<file path="config.mk">
export PLATFORM = sky130hd
export DESIGN_NAME = snn_mem_ctrl
export DESIGN_NICKNAME = d
export VERILOG_FILES = /design/src/rtl/snn_mem_pkg.sv /design/src/rtl/snn_mem_bank.sv /design/src/rtl/snn_mem_ctrl.sv
export SDC_FILE = /design/constraint.sdc
export NUM_CORES = 1
export LEC_CHECK = 0
export CAP_MARGIN = 20
export CORE_ASPECT_RATIO = 1.5
export CORE_MARGIN = 2
export CORE_UTILIZATION = 35
export CTS_CLUSTER_SIZE = 10
export DETAILED_ROUTE_END_ITERATION = 6
export PLACE_DENSITY = 0.52
export SYNTH_ARGS = -nofsm -noshare
export SYNTH_HDL_FRONTEND = slang
export SYNTH_SLANG_ARGS = --single-unit
</file>
<file path="constraint.sdc">
create_clock -name clk -period 6.4 [get_ports clk]
set_input_delay 1.28 -clock clk [delete_from_list [all_inputs] [get_ports clk]]
set_output_delay 1.28 -clock clk [all_outputs]
set_load 0.02 [all_outputs]
</file>
<file path="src/rtl/snn_mem_pkg.sv">
// Shared definitions for the SNN memory controller.
//   - default dimension constants used as parameter defaults
//   - req_op_e : request opcode encoding (codes 6-7 are illegal)
//   - state_e  : controller FSM states
//   - addr_width / max_int : constant helper functions for sizing
package snn_mem_pkg;

  localparam int DEF_TIMESTEPS = 10;
  localparam int DEF_NUM_CH    = 1;
  localparam int DEF_IF_ROWS   = 5;
  localparam int DEF_IF_COLS   = 5;
  localparam int DEF_F_ROWS    = 3;
  localparam int DEF_F_COLS    = 3;
  localparam int DEF_OF_ROWS   = 3;
  localparam int DEF_OF_COLS   = 3;
  localparam int DEF_F_WIDTH   = 8;
  localparam int DEF_V_WIDTH   = 8;

  typedef enum logic [2:0] {
    OP_RD_VPOT = 3'd0,
    OP_RD_ISPK = 3'd1,
    OP_RD_FILT = 3'd2,
    OP_WR_VPOT = 3'd3,
    OP_WR_OSPK = 3'd4,
    OP_RD_OSPK = 3'd5
  } req_op_e;

  typedef enum logic [1:0] {
    ST_IDLE = 2'd0,
    ST_RESP = 2'd1,
    ST_DONE = 2'd2
  } state_e;

  // Address width for an array of 'depth' entries (at least one bit).
  function automatic int addr_width(input int depth);
    return (depth > 1) ? $clog2(depth) : 1;
  endfunction

  function automatic int max_int(input int a, input int b);
    return (a > b) ? a : b;
  endfunction

endpackage

</file>
<file path="src/rtl/snn_mem_bank.sv">
// Parametrised storage array: synchronous write, registered read.
//   clk, rst_n      : clock, asynchronous active-low reset
//   we/waddr/wdata  : write port, takes effect on the rising edge
//   re/raddr        : read enable/address; rdata updates on the edge after re
//   rdata           : registered read data, held while re is low
// CLEAR_ON_RST selects whether the array contents are cleared by reset.
// The read register is always reset so the response path starts at zero.
module snn_mem_bank #(
  parameter int DEPTH        = 9,
  parameter int WIDTH        = 8,
  parameter int AW           = 4,
  parameter bit CLEAR_ON_RST = 1'b0
) (
  input  logic             clk,
  input  logic             rst_n,
  input  logic             we,
  input  logic [AW-1:0]    waddr,
  input  logic [WIDTH-1:0] wdata,
  input  logic             re,
  input  logic [AW-1:0]    raddr,
  output logic [WIDTH-1:0] rdata
);

  logic [WIDTH-1:0] mem_q [DEPTH];
  logic [WIDTH-1:0] rdata_d;
  logic [WIDTH-1:0] rdata_q;

  generate
    if (CLEAR_ON_RST) begin : g_clear
      // NOTE: only arrays whose contents must be zero after reset get a reset
      // branch; the others stay reset-free so they can map onto plain RAM.
      always_ff @(posedge clk or negedge rst_n) begin
        if (!rst_n) begin
          for (int i = 0; i < DEPTH; i++) mem_q[i] <= '0;
        end else if (we) begin
          mem_q[waddr] <= wdata;
        end
      end
    end else begin : g_keep
      always_ff @(posedge clk) begin
        if (we) mem_q[waddr] <= wdata;
      end
    end
  endgenerate

  // A write and a read to the same entry in one cycle return the old value,
  // because the read samples mem_q before the write lands.
  always_comb begin
    rdata_d = re ? mem_q[raddr] : rdata_q;
  end

  // NOTE: sequential state is always updated with non-blocking assignments so
  // every flop samples values from before the edge.
  always_ff @(posedge clk or negedge rst_n) begin
    if (!rst_n) rdata_q <= '0;
    else        rdata_q <= rdata_d;
  end

  assign rdata = rdata_q;

endmodule

</file>
<file path="src/rtl/snn_mem_ctrl.sv">
// Memory controller for a convolutional SNN layer.
//   clk, rst_n                     : clock, asynchronous active-low reset
//   ld_valid/ld_sel/ld_addr/ld_data: preload of filter (sel=0) or ifmap (sel=1)
//   req_valid/req_ready/req_op/req_ch/req_row/req_col/req_wdata : requests
//   rsp_valid/rsp_ready/rsp_data/rsp_err : read responses
//   ts_valid/ts_ready/ts/done      : timestep advance and completion
// Storage: filter [ch][row][col], ifmap bits [t][row][col], V_pot [ch][row][col],
// output spikes [t][ch][row][col]. V_pot and output spikes clear on reset.
module snn_mem_ctrl
  import snn_mem_pkg::*;
#(
  parameter int TIMESTEPS = DEF_TIMESTEPS,
  parameter int NUM_CH    = DEF_NUM_CH,
  parameter int IF_ROWS   = DEF_IF_ROWS,
  parameter int IF_COLS   = DEF_IF_COLS,
  parameter int F_ROWS    = DEF_F_ROWS,
  parameter int F_COLS    = DEF_F_COLS,
  parameter int OF_ROWS   = DEF_OF_ROWS,
  parameter int OF_COLS   = DEF_OF_COLS,
  parameter int F_WIDTH   = DEF_F_WIDTH,
  parameter int V_WIDTH   = DEF_V_WIDTH,
  localparam int D_W      = max_int(F_WIDTH, V_WIDTH),
  localparam int TS_W     = addr_width(TIMESTEPS)
) (
  input  logic               clk,
  input  logic               rst_n,
  input  logic               ld_valid,
  input  logic               ld_sel,
  input  logic [15:0]        ld_addr,
  input  logic [F_WIDTH-1:0] ld_data,
  input  logic               req_valid,
  output logic               req_ready,
  input  logic [2:0]         req_op,
  input  logic [7:0]         req_ch,
  input  logic [7:0]         req_row,
  input  logic [7:0]         req_col,
  input  logic [V_WIDTH-1:0] req_wdata,
  output logic               rsp_valid,
  input  logic               rsp_ready,
  output logic [D_W-1:0]     rsp_data,
  output logic               rsp_err,
  input  logic               ts_valid,
  output logic               ts_ready,
  output logic [TS_W-1:0]    ts,
  output logic               done
);

  localparam int FILT_DEPTH = NUM_CH * F_ROWS * F_COLS;
  localparam int IFM_DEPTH  = TIMESTEPS * IF_ROWS * IF_COLS;
  localparam int VPOT_DEPTH = NUM_CH * OF_ROWS * OF_COLS;
  localparam int OSPK_DEPTH = TIMESTEPS * VPOT_DEPTH;
  localparam int FILT_AW    = addr_width(FILT_DEPTH);
  localparam int IFM_AW     = addr_width(IFM_DEPTH);
  localparam int VPOT_AW    = addr_width(VPOT_DEPTH);
  localparam int OSPK_AW    = addr_width(OSPK_DEPTH);

  state_e            state_q, state_d;
  logic [TS_W-1:0]   ts_q, ts_d;
  req_op_e           rsp_op_q, rsp_op_d;
  logic              rsp_err_q, rsp_err_d;

  req_op_e           op;
  logic              req_fire, ts_fire, ts_last;
  logic              is_read, addr_ok;
  logic              filt_re, ifm_re, vpot_re, vpot_we, ospk_re, ospk_we;
  logic              filt_ld, ifm_ld;
  logic [31:0]       ld_idx, ch_i, row_i, col_i, ts_i;
  logic [31:0]       filt_idx, ifm_idx, vpot_idx, ospk_idx;
  logic              of_ok, f_ok, if_ok;
  logic [F_WIDTH-1:0] filt_rd;
  logic [V_WIDTH-1:0] vpot_rd;
  logic              ifm_rd, ospk_rd;

  // ---------------- preload decode ----------------
  assign ld_idx = 32'(ld_addr);
  assign filt_ld = ld_valid && !ld_sel && (ld_idx < FILT_DEPTH);
  assign ifm_ld  = ld_valid &&  ld_sel && (ld_idx < IFM_DEPTH);

  // ---------------- request decode ----------------
  assign ch_i  = 32'(req_ch);
  assign row_i = 32'(req_row);
  assign col_i = 32'(req_col);
  assign ts_i  = 32'(ts_q);

  assign filt_idx = (ch_i * F_ROWS + row_i) * F_COLS + col_i;
  assign ifm_idx  = (ts_i * IF_ROWS + row_i) * IF_COLS + col_i;
  assign vpot_idx = (ch_i * OF_ROWS + row_i) * OF_COLS + col_i;
  // Spike accesses always address the current (pre-increment) timestep.
  assign ospk_idx = ts_i * VPOT_DEPTH + vpot_idx;

  assign of_ok = (ch_i < NUM_CH) && (row_i < OF_ROWS) && (col_i < OF_COLS);
  assign f_ok  = (ch_i < NUM_CH) && (row_i < F_ROWS)  && (col_i < F_COLS);
  assign if_ok = (row_i < IF_ROWS) && (col_i < IF_COLS);

  assign req_ready = (state_q == ST_IDLE);
  assign ts_ready  = (state_q != ST_DONE);
  assign req_fire  = req_valid && req_ready;
  assign ts_fire   = ts_valid && ts_ready;
  assign ts_last   = (ts_q == TS_W'(TIMESTEPS - 1));

  // Illegal opcodes are answered like a read that failed, so the requester
  // always sees an error instead of a silent drop.
  always_comb begin
    // NOTE: every signal driven here gets a default first, so no path leaves
    // a value unassigned and no latch is inferred.
    op      = req_op_e'(req_op);
    is_read = 1'b0;
    addr_ok = 1'b0;
    filt_re = 1'b0;
    ifm_re  = 1'b0;
    vpot_re = 1'b0;
    vpot_we = 1'b0;
    ospk_re = 1'b0;
    ospk_we = 1'b0;
    case (op)
      OP_RD_VPOT: begin is_read = 1'b1; addr_ok = of_ok; vpot_re = req_fire && of_ok; end
      OP_RD_ISPK: begin is_read = 1'b1; addr_ok = if_ok; ifm_re  = req_fire && if_ok; end
      OP_RD_FILT: begin is_read = 1'b1; addr_ok = f_ok;  filt_re = req_fire && f_ok;  end
      OP_RD_OSPK: begin is_read = 1'b1; addr_ok = of_ok; ospk_re = req_fire && of_ok; end
      OP_WR_VPOT: vpot_we = req_fire && of_ok;
      OP_WR_OSPK: ospk_we = req_fire && of_ok;
      default:    is_read = 1'b1;
    endcase
  end

  // ---------------- FSM and timestep ----------------
  always_comb begin
    state_d   = state_q;
    ts_d      = ts_q;
    rsp_op_d  = rsp_op_q;
    rsp_err_d = rsp_err_q;
    case (state_q)
      ST_IDLE: begin
        if (req_fire && is_read) begin
          state_d   = ST_RESP;
          rsp_op_d  = op;
          rsp_err_d = !addr_ok;
        end
      end
      ST_RESP: if (rsp_ready) state_d = ST_IDLE;
      ST_DONE: state_d = ST_DONE;
      default: state_d = ST_IDLE;
    endcase
    // The final advance wins over any pending response: the run is over.
    if (ts_fire) begin
      if (ts_last) state_d = ST_DONE;
      else         ts_d    = ts_q + TS_W'(1);
    end
  end

  always_ff @(posedge clk or negedge rst_n) begin
    if (!rst_n) begin
      state_q   <= ST_IDLE;
      ts_q      <= '0;
      rsp_op_q  <= OP_RD_VPOT;
      rsp_err_q <= 1'b0;
    end else begin
      state_q   <= state_d;
      ts_q      <= ts_d;
      rsp_op_q  <= rsp_op_d;
      rsp_err_q <= rsp_err_d;
    end
  end

  // ---------------- response ----------------
  // Bank read registers only load on an accepted read, and none is accepted
  // outside IDLE, so the response holds while waiting for rsp_ready.
  always_comb begin
    rsp_data = '0;
    if (!rsp_err_q) begin
      case (rsp_op_q)
        OP_RD_VPOT: rsp_data = D_W'(vpot_rd);
        OP_RD_FILT: rsp_data = D_W'(filt_rd);
        OP_RD_ISPK: rsp_data = D_W'(ifm_rd);
        OP_RD_OSPK: rsp_data = D_W'(ospk_rd);
        default:    rsp_data = '0;
      endcase
    end
  end

  assign rsp_valid = (state_q == ST_RESP);
  assign rsp_err   = rsp_err_q;
  assign ts        = ts_q;
  assign done      = (state_q == ST_DONE);

  // ---------------- storage ----------------
  snn_mem_bank #(.DEPTH(FILT_DEPTH), .WIDTH(F_WIDTH), .AW(FILT_AW), .CLEAR_ON_RST(1'b0)) u_filt (
    .clk(clk), .rst_n(rst_n),
    .we(filt_ld), .waddr(FILT_AW'(ld_idx)), .wdata(ld_data),
    .re(filt_re), .raddr(FILT_AW'(filt_idx)), .rdata(filt_rd)
  );

  snn_mem_bank #(.DEPTH(IFM_DEPTH), .WIDTH(1), .AW(IFM_AW), .CLEAR_ON_RST(1'b0)) u_ifm (
    .clk(clk), .rst_n(rst_n),
    .we(ifm_ld), .waddr(IFM_AW'(ld_idx)), .wdata(ld_data[0]),
    .re(ifm_re), .raddr(IFM_AW'(ifm_idx)), .rdata(ifm_rd)
  );

  snn_mem_bank #(.DEPTH(VPOT_DEPTH), .WIDTH(V_WIDTH), .AW(VPOT_AW), .CLEAR_ON_RST(1'b1)) u_vpot (
    .clk(clk), .rst_n(rst_n),
    .we(vpot_we), .waddr(VPOT_AW'(vpot_idx)), .wdata(req_wdata),
    .re(vpot_re), .raddr(VPOT_AW'(vpot_idx)), .rdata(vpot_rd)
  );

  // Output spikes are write-one: the stored value is always 1.
  snn_mem_bank #(.DEPTH(OSPK_DEPTH), .WIDTH(1), .AW(OSPK_AW), .CLEAR_ON_RST(1'b1)) u_ospk (
    .clk(clk), .rst_n(rst_n),
    .we(ospk_we), .waddr(OSPK_AW'(ospk_idx)), .wdata(1'b1),
    .re(ospk_re), .raddr(OSPK_AW'(ospk_idx)), .rdata(ospk_rd)
  );

endmodule

</file>
# After elaboration in Yosys (flattened, before gate mapping)
# Memories as Yosys holds them, arrays and structs flattened. A register that Yosys moved wholly into a read port is not among the register bits.
# Index checks and enable logic that the tools add are counted.
[word_totals]
mem_count = 2
reg_bits = 181
input_bits = 66
mem_bits_rw = 322
[op_classes]
order_cmp = 11
bitwise = 4
mul = 5
n_eq_ne = 12
reduce_logical = 25
addsub = 6
n_mux = 30
[mem_list]
columns = ["memory", "depth", "word_bits", "read_ports", "rd_ports_with_merged_regs", "write_ports", "line_no", "source"]
rows = [
  ["u_ifm.mem_q", 250, 1, 1, 1, 1, "snn_mem_bank.sv:24", "logic [WIDTH-1:0] mem_q [DEPTH];"],
  ["u_filt.mem_q", 9, 8, 1, 1, 1, "snn_mem_bank.sv:24", ""],
]
[ops]
columns = ["op", "count"]
rows = [
  ["90-bit bitwise OR", 1],
  ["72-bit bitwise mux", 1],
  ["8-bit binary-select mux with 4-bit select", 1],
  ["8-bit demux with 4-bit select", 1],
  ["8-bit two-way mux", 4],
  ["8-bit case mux with 4 select lines", 1],
  ["16-bit by 4-bit less-than comparator with 1-bit output (second input constant)", 1],
  ["16-bit by 8-bit less-than comparator with 1-bit output (second input constant)", 1],
  ["8-bit by 1-bit less-than comparator with 1-bit output (second input constant)", 2],
  ["8-bit by 2-bit less-than comparator with 1-bit output (second input constant)", 2],
  ["8-bit by 3-bit less-than comparator with 1-bit output (second input constant)", 2],
  ["7-bit adder", 2],
  ["1-bit logical AND", 14],
  ["1-bit two-way mux", 14],
  ["10-bit by 8-bit adder with 11-bit output", 1],
  ["11-bit by 2-bit multiplier with 7-bit output (second input constant)", 1],
  ["8-bit by 2-bit multiplier with 10-bit output (second input constant)", 1],
  ["7-bit by 8-bit adder with 9-bit output", 1],
  ["3-bit by 2-bit equality test with 1-bit output (second input constant)", 3],
  ["3-bit equality test (second input constant)", 3],
  ["9-bit by 3-bit multiplier with 8-bit output (second input constant)", 1],
  ["8-bit adder", 1],
  ["8-bit greater-or-equal comparator (second input constant)", 1],
  ["2-bit two-way mux", 4],
  ["23 further kinds", 29],
]

# Depth between registers and ports, before layout
# Gate-level depths: netlist of the first run.
[logic_depth]
word_depth = 11
ltp_mapped = 23
depth_no_buf = 22

# Modules after synthesis
# From an unflattened synthesis of the first run, not the netlist that was laid out.
[unflattened]
cells_unflattened = 1949
area_unflattened_um2 = 25405.6
[modules_own_cells]
columns = ["mod", "cells_each", "area_each_um2", "instances"]
rows = [
  ["snn_mem_bank at u_ifm", 796, 11079.4, 1],
  ["snn_mem_bank at u_ospk", 409, 4788.3, 1],
  ["snn_mem_bank at u_vpot", 234, 3648.5, 1],
  ["snn_mem_bank at u_filt", 186, 3155.5, 1],
  ["snn_mem_ctrl", 324, 2733.9, 1],
]

# Worst setup path after synthesis of the first run
# No wires, ideal clock.
[synth_timing]
path_kind = "input port to flip-flop"
from = "input req_ch[0]"
to = "register u_ospk.rdata_q (netlist: u_ospk.rdata)"
t_required_ps = 6271
setup_time_ps = 129
path_stages = 22
arrival_time_ps = 7261
setup_slack_ps = -990
path_buffers = 4
path_cell_list = "inv_1 fa_1 inv_1 ha_1 fa_1 fa_1 inv_1 fa_1 clkbuf_1 clkinv_1 clkbuf_1 ha_1 inv_1 fa_1 buf_1 clkbuf_1 mux4_2 mux4_2 nor4_1 nor2_1 nand4_1 nand3_1"
[synth_between]
elab_chain_cells = 9
elab_cells_between_ends = 14
[synth_rtl]
columns = ["element", "line_no", "source"]
rows = [
  ["start, declared", "snn_mem_ctrl.sv:34", "input logic [7:0] req_ch,"],
  ["8-bit by 2-bit multiplier with 10-bit output", "snn_mem_ctrl.sv:87", "assign vpot_idx = (ch_i * OF_ROWS + row_i) * OF_COLS + col_i;"],
  ["10-bit by 8-bit adder with 11-bit output", "snn_mem_ctrl.sv:87", ""],
  ["11-bit by 2-bit multiplier with 7-bit output", "snn_mem_ctrl.sv:87", ""],
  ["7-bit adder", "snn_mem_ctrl.sv:87", ""],
  ["7-bit adder", "snn_mem_ctrl.sv:89", "assign ospk_idx = ts_i * VPOT_DEPTH + vpot_idx;"],
  ["7-bit NOT with 8-bit output (not written as such)", "snn_mem_bank.sv:49", "rdata_d = re ? mem_q[raddr] : rdata_q;"],
  ["1-bit binary-select mux with 7-bit select", "snn_mem_bank.sv:49", ""],
  ["1-bit two-way mux (not written as such) (2 in series)", "snn_mem_bank.sv:49", ""],
  ["end signal, assigned", "snn_mem_bank.sv:56", "else rdata_q <= rdata_d;"],
  ["end, declared", "snn_mem_bank.sv:26", "logic [WIDTH-1:0] rdata_q;"],
]
# Parallel ways exist; a longest one is shown, timed or not. The select of a mux whose other input is x is not followed.
# A chain may end at the register's enable or synchronous reset.

# Final worst setup path of the first run
[layout_timing]
from = "input req_ch[1]"
to = "register u_ospk.rdata_q (netlist: u_ospk.rdata)"
# The elaborated chain is that of the path after synthesis.

==> metrics.md, run 1 <==
| Metric | Value |
|---|---|
| Pwr Density | 360 nW/um2 |
| Vias per std cell | ~5.2 |
| Post-Synthesis Cells | approximately 1,800 |
| Final nets | roughly 2,100 |
| Yosys warns | 0 |
| Post-synthesis cell type count | 60 |
| Syn_nets | a little under 2,000 |
| H-tree Lvls | 2 |
| CTS Buf Count | 58 |
| R2R setup slack | 680 ps |
| Area contributors post-synth | edfxtp_1, dfrtp_1, mux4_2 |
| CTS max path bufs | 3 |
| CTS tree | done |
| Syn_area_per_cell | between 10 and 15 um2 |
| Top-count cell post-synth | edfxtp_1 |
| Initial antenna violation count | 0 |
| Drt total wl | between 60,000 and 70,000 um |
| Fin crit share | 97.4% |
| Proportion of layout cells with a drive suffix above 1 | around 22% |
| Critical Path RT | ~7000 ps |
| Post-route ant nets | 0 |
| Clock edge transition at the registers on the reported setup and hold paths | ~60 ps |
| Detailed placement HPWL | 42,800 um |
| Hold_buf cts | 0 |
| Hold WC Path Type | flop to flop |
| F_max | approximately 160 MHz |
| Outcome | completed |
| Mean routed wirelength per cell | ~22 um |
| GR Overflow Total | 0 |
| Startpoint type of the worst setup path | input port |
| Critical path class | input port to flop |
| # rows | ~120 |
| Final core occ | between 40% and 50% |
| Post-synth top area cell | edfxtp_1 |
| PortBufs | around 80 |
| Pwr Total | between 10 and 15 mW |
| GPL Wtd Cong | around 0.80 |
| Cell Area, Placed | approximately 27,000 um2 |
| Fin area | roughly 29,000 um2 |
| Post CTS Setup Buffer Count | 0 |
| Die height | about 330 um |
| Fill count | around 6,400 |
| Post-synth EDFFs | approximately 320 |
| Register area share after synthesis | between 50% and 60% |
| Top-area cell type share of the netlist area | around 40% |
| Initial core utilization | roughly a third |
| Final Hold Viols | 0 |
| CP Max Fanout | 14 |
| Finish-stage setup viols | 0 |
| Register area | approximately 14,000 um2 |
| Top Ports | a little over 80 |
| Setup TNS | 0 ps |
| Most common library cells after synthesis | edfxtp_1, nor2_1, dfrtp_1 |
| Pin count of the biggest net entering global routing | 159 |
| Peak VDD IR | ~0.43 mV |
| Multi-input logic area | ~9300 um2 |
| DR pass1 iterations | 5 |
| # DRC | 0 |
| Seq cells post-synth | between 500 and 600 |
| Synth-to-Final Area Change | 19.5% |
| Synth async-reset ratio | around 37% |
| Root Driver | clkbuf_16 |
| Max Cap Violations | 0 |
| CP Capture Type | flop |
| Die width | between 200 and 250 um |
| Slew Limit Fails | 0 |
| Vias in the first global route | 16,434 |
| Ys flop type | edfxtp_1 |
| Least-Margin Pin Slew | roughly 1100 ps |
| Clk sinks | between 500 and 600 |
| Antenna cells | 0 |
| Unrepaired setup endpoints after global routing | no |
| Global-route wire length before repair | just under 100,000 um |
| Rel. slew slack | 26.3% |
| Die area | about 70,000 um2 |
| Clk_lat worst skew | between 600 and 700 ps |
| Total core area | between 60,000 and 70,000 um2 |
| Synth Cell Area | ~24,000 um2 |
| Hold slack | between 400 and 500 ps |
| Worst Skew | ~22 ps |
| Worst EP arrival | around 6700 ps |
| Final critical-path required period | around 6200 ps |
| Initial drt markers | approximately 1,100 |
| Tot GR Track Use | 18.2% |
| Leak | around 11 nW |
| DR vias | 15,302 |
## timing repair
item	4_1_cts	5_1_grt
hold endpoints to repair	0	0
endpoints found under the setup margin	4	90
gates resized for setup	1	11
## cell families (layout without fill, tap and decap cells)
kind of cell               count (synthesis)  in the layout  synth area share [%]
and+or+nand+nor                          536            536                  9.41
DFF                                      512            512                  59.5
AOI/OAI and AO/OA                        237            237                  6.44
muxes                                    226            226                  15.9
buffers and inverters                    158            394                  2.52
adders and majority gates                 77             77                  4.59
xor gates and xnor gates                  44             44                  1.59
## stage by stage
stage,setup slack [ps],cells
2_1_floorplan,-99.9,1790
3_3_place_gp,-711,2835
3_5_place_dp,-661,2838
4_1_cts,27.5,2924
5_1_grt,6.23,2926
6_report,165,2926
## critical path: stages
cell	delay, ps
clkdlybuf4s50_1	500
inv_2	50
fa_1	500
inv_1	50
ha_2	180
fa_2	470
fa_1	580
inv_1	60
fa_2	610
clkinv_8	60
ha_4	260
inv_2	30
fa_2	560
buf_4	210
buf_4	240
mux4_2	320
mux4_2	480
nor2_1	100
or4_1	110
nand3_1	70
## layout by cell type (no fill, tap or decap), types with 4 or more instances in the layout
cell             count
edfxtp_1           322
nor2_1             304
dfrtp_1            190
buf_4              147
mux4_2             116
nand2_1            114
clkdlybuf4s50_1     79
mux2_2              78
inv_1               63
a21oi_1             60
clkbuf_16           58
a21o_1              55
ha_1                52
o21bai_1            51
nand3_1             34
xnor2_1             33
o21ai_0             31
mux2i_1             29
clkbuf_1            21
nor3_1              17
fa_1                16
nor2b_1             14
nand4_1             10
xor2_1               7
o22ai_1              6
buf_12               6
and3_1               5
a211oi_1             5
or4_1                4
nor4_1               4
a31oi_1              4
fa_2                 4
buf_16               4
## report_power, final
group	total (mW)	switching (mW)	leakage, nW	internal, mW
clock	2.99	1.28	0.793	1.71
combinational	3.91	2.21	4.96	1.70
sequential	3.52	0.00000323	5.53	3.52
total	10.4	3.49	11.3	6.93
## area by class of cell
cell class / instances / share of cell area [%]
Clock buffer: 81 / 5.38
Clock inverter: 5 / 0.263
Inverter: 68 / 0.950
Multi-Input combinational cell: 1120 / 32.2
Sequential cell: 512 / 49.8
Tap cell: 900 / 3.89
Timing Repair Buffer: 240 / 7.52
## metal layers
metal	routed length, um	track usage, %	share of wire [%]	vias up
met4	2420	7.68	3.8	0
met2	32900	32.5	52	384
met5	0	0	0	-
li1	-	-	-	6963
met1	25300	22.0	40	7827
met3	2740	2.36	4.3	128
## registers in the layout, summed over array words and instances (netlist names)
name / count
u_ifm.mem_q: 250
u_ospk.mem_q: 90
u_filt.mem_q: 72
u_vpot.mem_q: 72
u_filt.rdata: 8
u_vpot.rdata: 8
ts: 4
rsp_op_q: 3
state_q: 2
rsp_err: 1
u_ifm.rdata: 1
u_ospk.rdata: 1
## final timing paths
check                                 from               end  cells after the start
min                        u_ospk.mem_q[9]   u_ospk.mem_q[9]                      1
max                              req_ch[1]      u_ospk.rdata                     20
max in group asynchronous            rst_n   u_filt.rdata[0]                      2
min reg2reg                u_ospk.mem_q[9]   u_ospk.mem_q[9]                      1
min in group asynchronous            rst_n  u_ospk.mem_q[55]                      1
max reg2reg                          ts[1]       u_ifm.rdata                     19
No activity file was read; power rests on OpenSTA's default activity.
==> run 2: changes to the inputs <==
CELL_PAD_IN_SITES_DETAIL_PLACEMENT = 0   (was not set)
CELL_PAD_IN_SITES_GLOBAL_PLACEMENT = 1   (was not set)
PLACE_DENSITY = 0.6   (was 0.52)
TNS_END_PERCENT = 20   (was not set)
==> metrics.md, run 2 (synthesized netlist as in run 1, its figures left out) <==
| Metric | Value |
|---|---|
| Critical path's most frequent cell | inv_1 |
| Hold slack | 448 ps (-3.36 ps) |
| Root Driver | clkbuf_16 |
| Crit path from | req_row[3] |
| Setup TNS | 0 ps (unchanged) |
| Tot GR Track Use | 18.1% (-0.10 points) |
| Peak VDD IR | 0.249 mV (-42%) |
| Register area | 14,400 um2 (unchanged) |
| Fin area | 29,000 um2 (about the same) |
| Die width | 219 um (unchanged) |
| CTS max path bufs | 3 (unchanged) |
| Synth-to-Final Area Change | 19.5% (about the same) |
| Placed Cells | 2,835 (-0.11%) |
| Most common cell after layout, fill and taps aside | edfxtp_1 |
| H-tree Lvls | 2 (unchanged) |
| CP Max Fanout | 4 (-10) |
| Worst EP arrival | 6710 ps (-30 ps) |
| Hold path startpoint | u_ospk.mem_q[38] |
| Unrepaired setup endpoints after global routing | no |
| Least-Margin Pin Slew | 1120 ps (+19.6 ps) |
| Hold WC Path Type | flop to flop |
| Antenna cells | 0 (unchanged) |
| Mean routed wirelength per cell | 21.8 um (+0.39%) |
| Pwr Density | 362 nW/um2 (+0.54%) |
| Total core area | 68,800 um2 (unchanged) |
| Clk sinks | 512 (unchanged) |
| Pwr Total | 10.5 mW (+0.53%) |
| Hold EP | u_ospk.mem_q[38] |
| Clk_lat worst skew | 630 ps (about the same) |
| Startpoint type of the worst setup path | input port |
| Critical-path top delay cell | clkdlybuf4s50_1 |
| Vias in the first global route | 16,167 (-1.6%) |
| R2R setup slack | 670 ps (about the same) |
| Hold_buf cts | 0 (unchanged) |
| Crit-path max cell delay | 610 ps (about the same) |
| Multi-input logic area | 9360 um2 (+0.31%) |
| GPL Wtd Cong | 0.800 (-0.24%) |
| # DRC | 0 (unchanged) |
| Critical Path RT | 6900 ps (about the same) |
| CTS Buf Count | 57 (-1.7%) |
| DR pass1 iterations | 5 (unchanged) |
| Hold depth | 1 (unchanged) |
| Initial core utilization | 35.2% (unchanged) |
| DR vias | 15,225 (-0.50%) |
| Detailed placement HPWL | 42,300 um (-1.1%) |
| Cell Area, Placed | 27,200 um2 (unchanged) |
| Final Hold Viols | 0 (unchanged) |
| Pin count of the biggest net entering global routing | 176 (+11%) |
| Fin crit share | 97.0% (-0.43 points) |
| CTS tree | done |
| Post-route ant nets | 0 (unchanged) |
| Max reg flops | 250 (unchanged) |
| Resized cells post-CTS | 3 (+2) |
| Top delay family on crit path | adder cells |
| Drt total wl | 63,600 um (+0.35%) |
| Worst reg2reg endpoint | u_ifm.rdata |
| Finish-stage setup viols | 0 (unchanged) |
| Finished Layout Cells | 2,925 (-0.034%) |
| FF-to-FF Start | ts[0] |
| Initial drt markers | 942 (-16%) |
| Commonest cells after routing, fill and taps aside | edfxtp_1, nor2_1, dfrtp_1 |
| Fill count | 6,487 (+0.62%) |
| # rows | 118 (unchanged) |
| Outcome | completed |
| CP Capture Type | flop |
| Vias per std cell | 5.21 (-0.47%) |
| Final nets | 2,139 (-0.19%) |
| Initial antenna violation count | 0 (unchanged) |
| Die height | 326 um (unchanged) |
| Leak | 11.3 nW (-0.18%) |
| GR Overflow Total | 0 (unchanged) |
| Top Ports | 83 (unchanged) |
| Critical path class | input port to flop |
| Slew Limit Fails | 0 (unchanged) |
| R2R cell count | 18 (-1) |
| Rel. slew slack | 25.0% (-1.3 points) |
| Post CTS Setup Buffer Count | 0 (unchanged) |
| Global-route wire length before repair | 97,300 um (-0.94%) |
| Worst Skew | 21.4 ps (-0.986 ps) |
| PortBufs | 82 (unchanged) |
| F_max | 161 MHz (+0.44%) |
| Biggest register | u_ifm.mem_q |
| Proportion of layout cells with a drive suffix above 1 | 22.0% (-0.29 points) |
| Worst Path Buf+Inv | 5 (-3) |
| CP cell instances | clkdlybuf4s50_1, inv_1, fa_1, inv_1, ha_1, xnor2_1, ha_1, inv_1, fa_1, inv_1, ha_1, xnor2_4, mux4_1, mux2_2, or3_1, a32o_1, or4_1, o211ai_1, o31ai_1 |
| Max Cap Violations | 0 (unchanged) |
| Final critical-path required period | 6210 ps (-27.2 ps) |
| Die area | 71,400 um2 (unchanged) |
| Top Registers | u_ifm.mem_q (250), u_ospk.mem_q (90) |
| Clock edge transition at the registers on the reported setup and hold paths | 60 ps (about the same) |
==> run 2: through the flow <==
stage	setup WS [ps]	utilization (%)
after floorplan	-99.9	-
after global placement	-705	39.5
after detailed placement	-732	39.6
after CTS	20.6	41.9
after global routing	15.9	42.1
final	192	42.1
==> run 2: how the worst max path moves through the flow <==
stage	slack [ps]	to	cells past startpoint
2_1_floorplan	-100	u_ospk.rdata	22
3_3_place_gp	-700	u_ospk.mem_q[74]	22
3_5_place_dp	-730	u_ospk.mem_q[82]	22
4_1_cts	20	u_ospk.rdata	21
5_1_grt	20	u_ifm.rdata	19
6_report	190	u_ifm.rdata	19
==> run 2: metal layers <==
metal  vias to the layer above  part of all wire (%)  track usage [%]
li1                       6948                     -                -
met1                      7833                    40             21.7
met2                       335                    53             32.7
met3                       109                   4.1             2.59
met4                         0                   3.5             6.80
met5                         -                     0                0
==> run 2: where the power goes <==
group / total [mW] / internal (mW) / switching, mW
logic: 4.02 / 1.78 / 2.24
clock network: 2.94 / 1.64 / 1.30
registers: 3.52 / 3.52 / 0.00000314
==> run 2: area by class of cell <==
class	count	share of cell area (%)
Clock inverter	4	0.246
Multi-Input combinational cell	1120	32.3
Inverter	68	0.950
Clock buffer	84	5.27
Tap cell	900	3.89
Sequential cell	512	49.8
Timing Repair Buffer	237	7.53
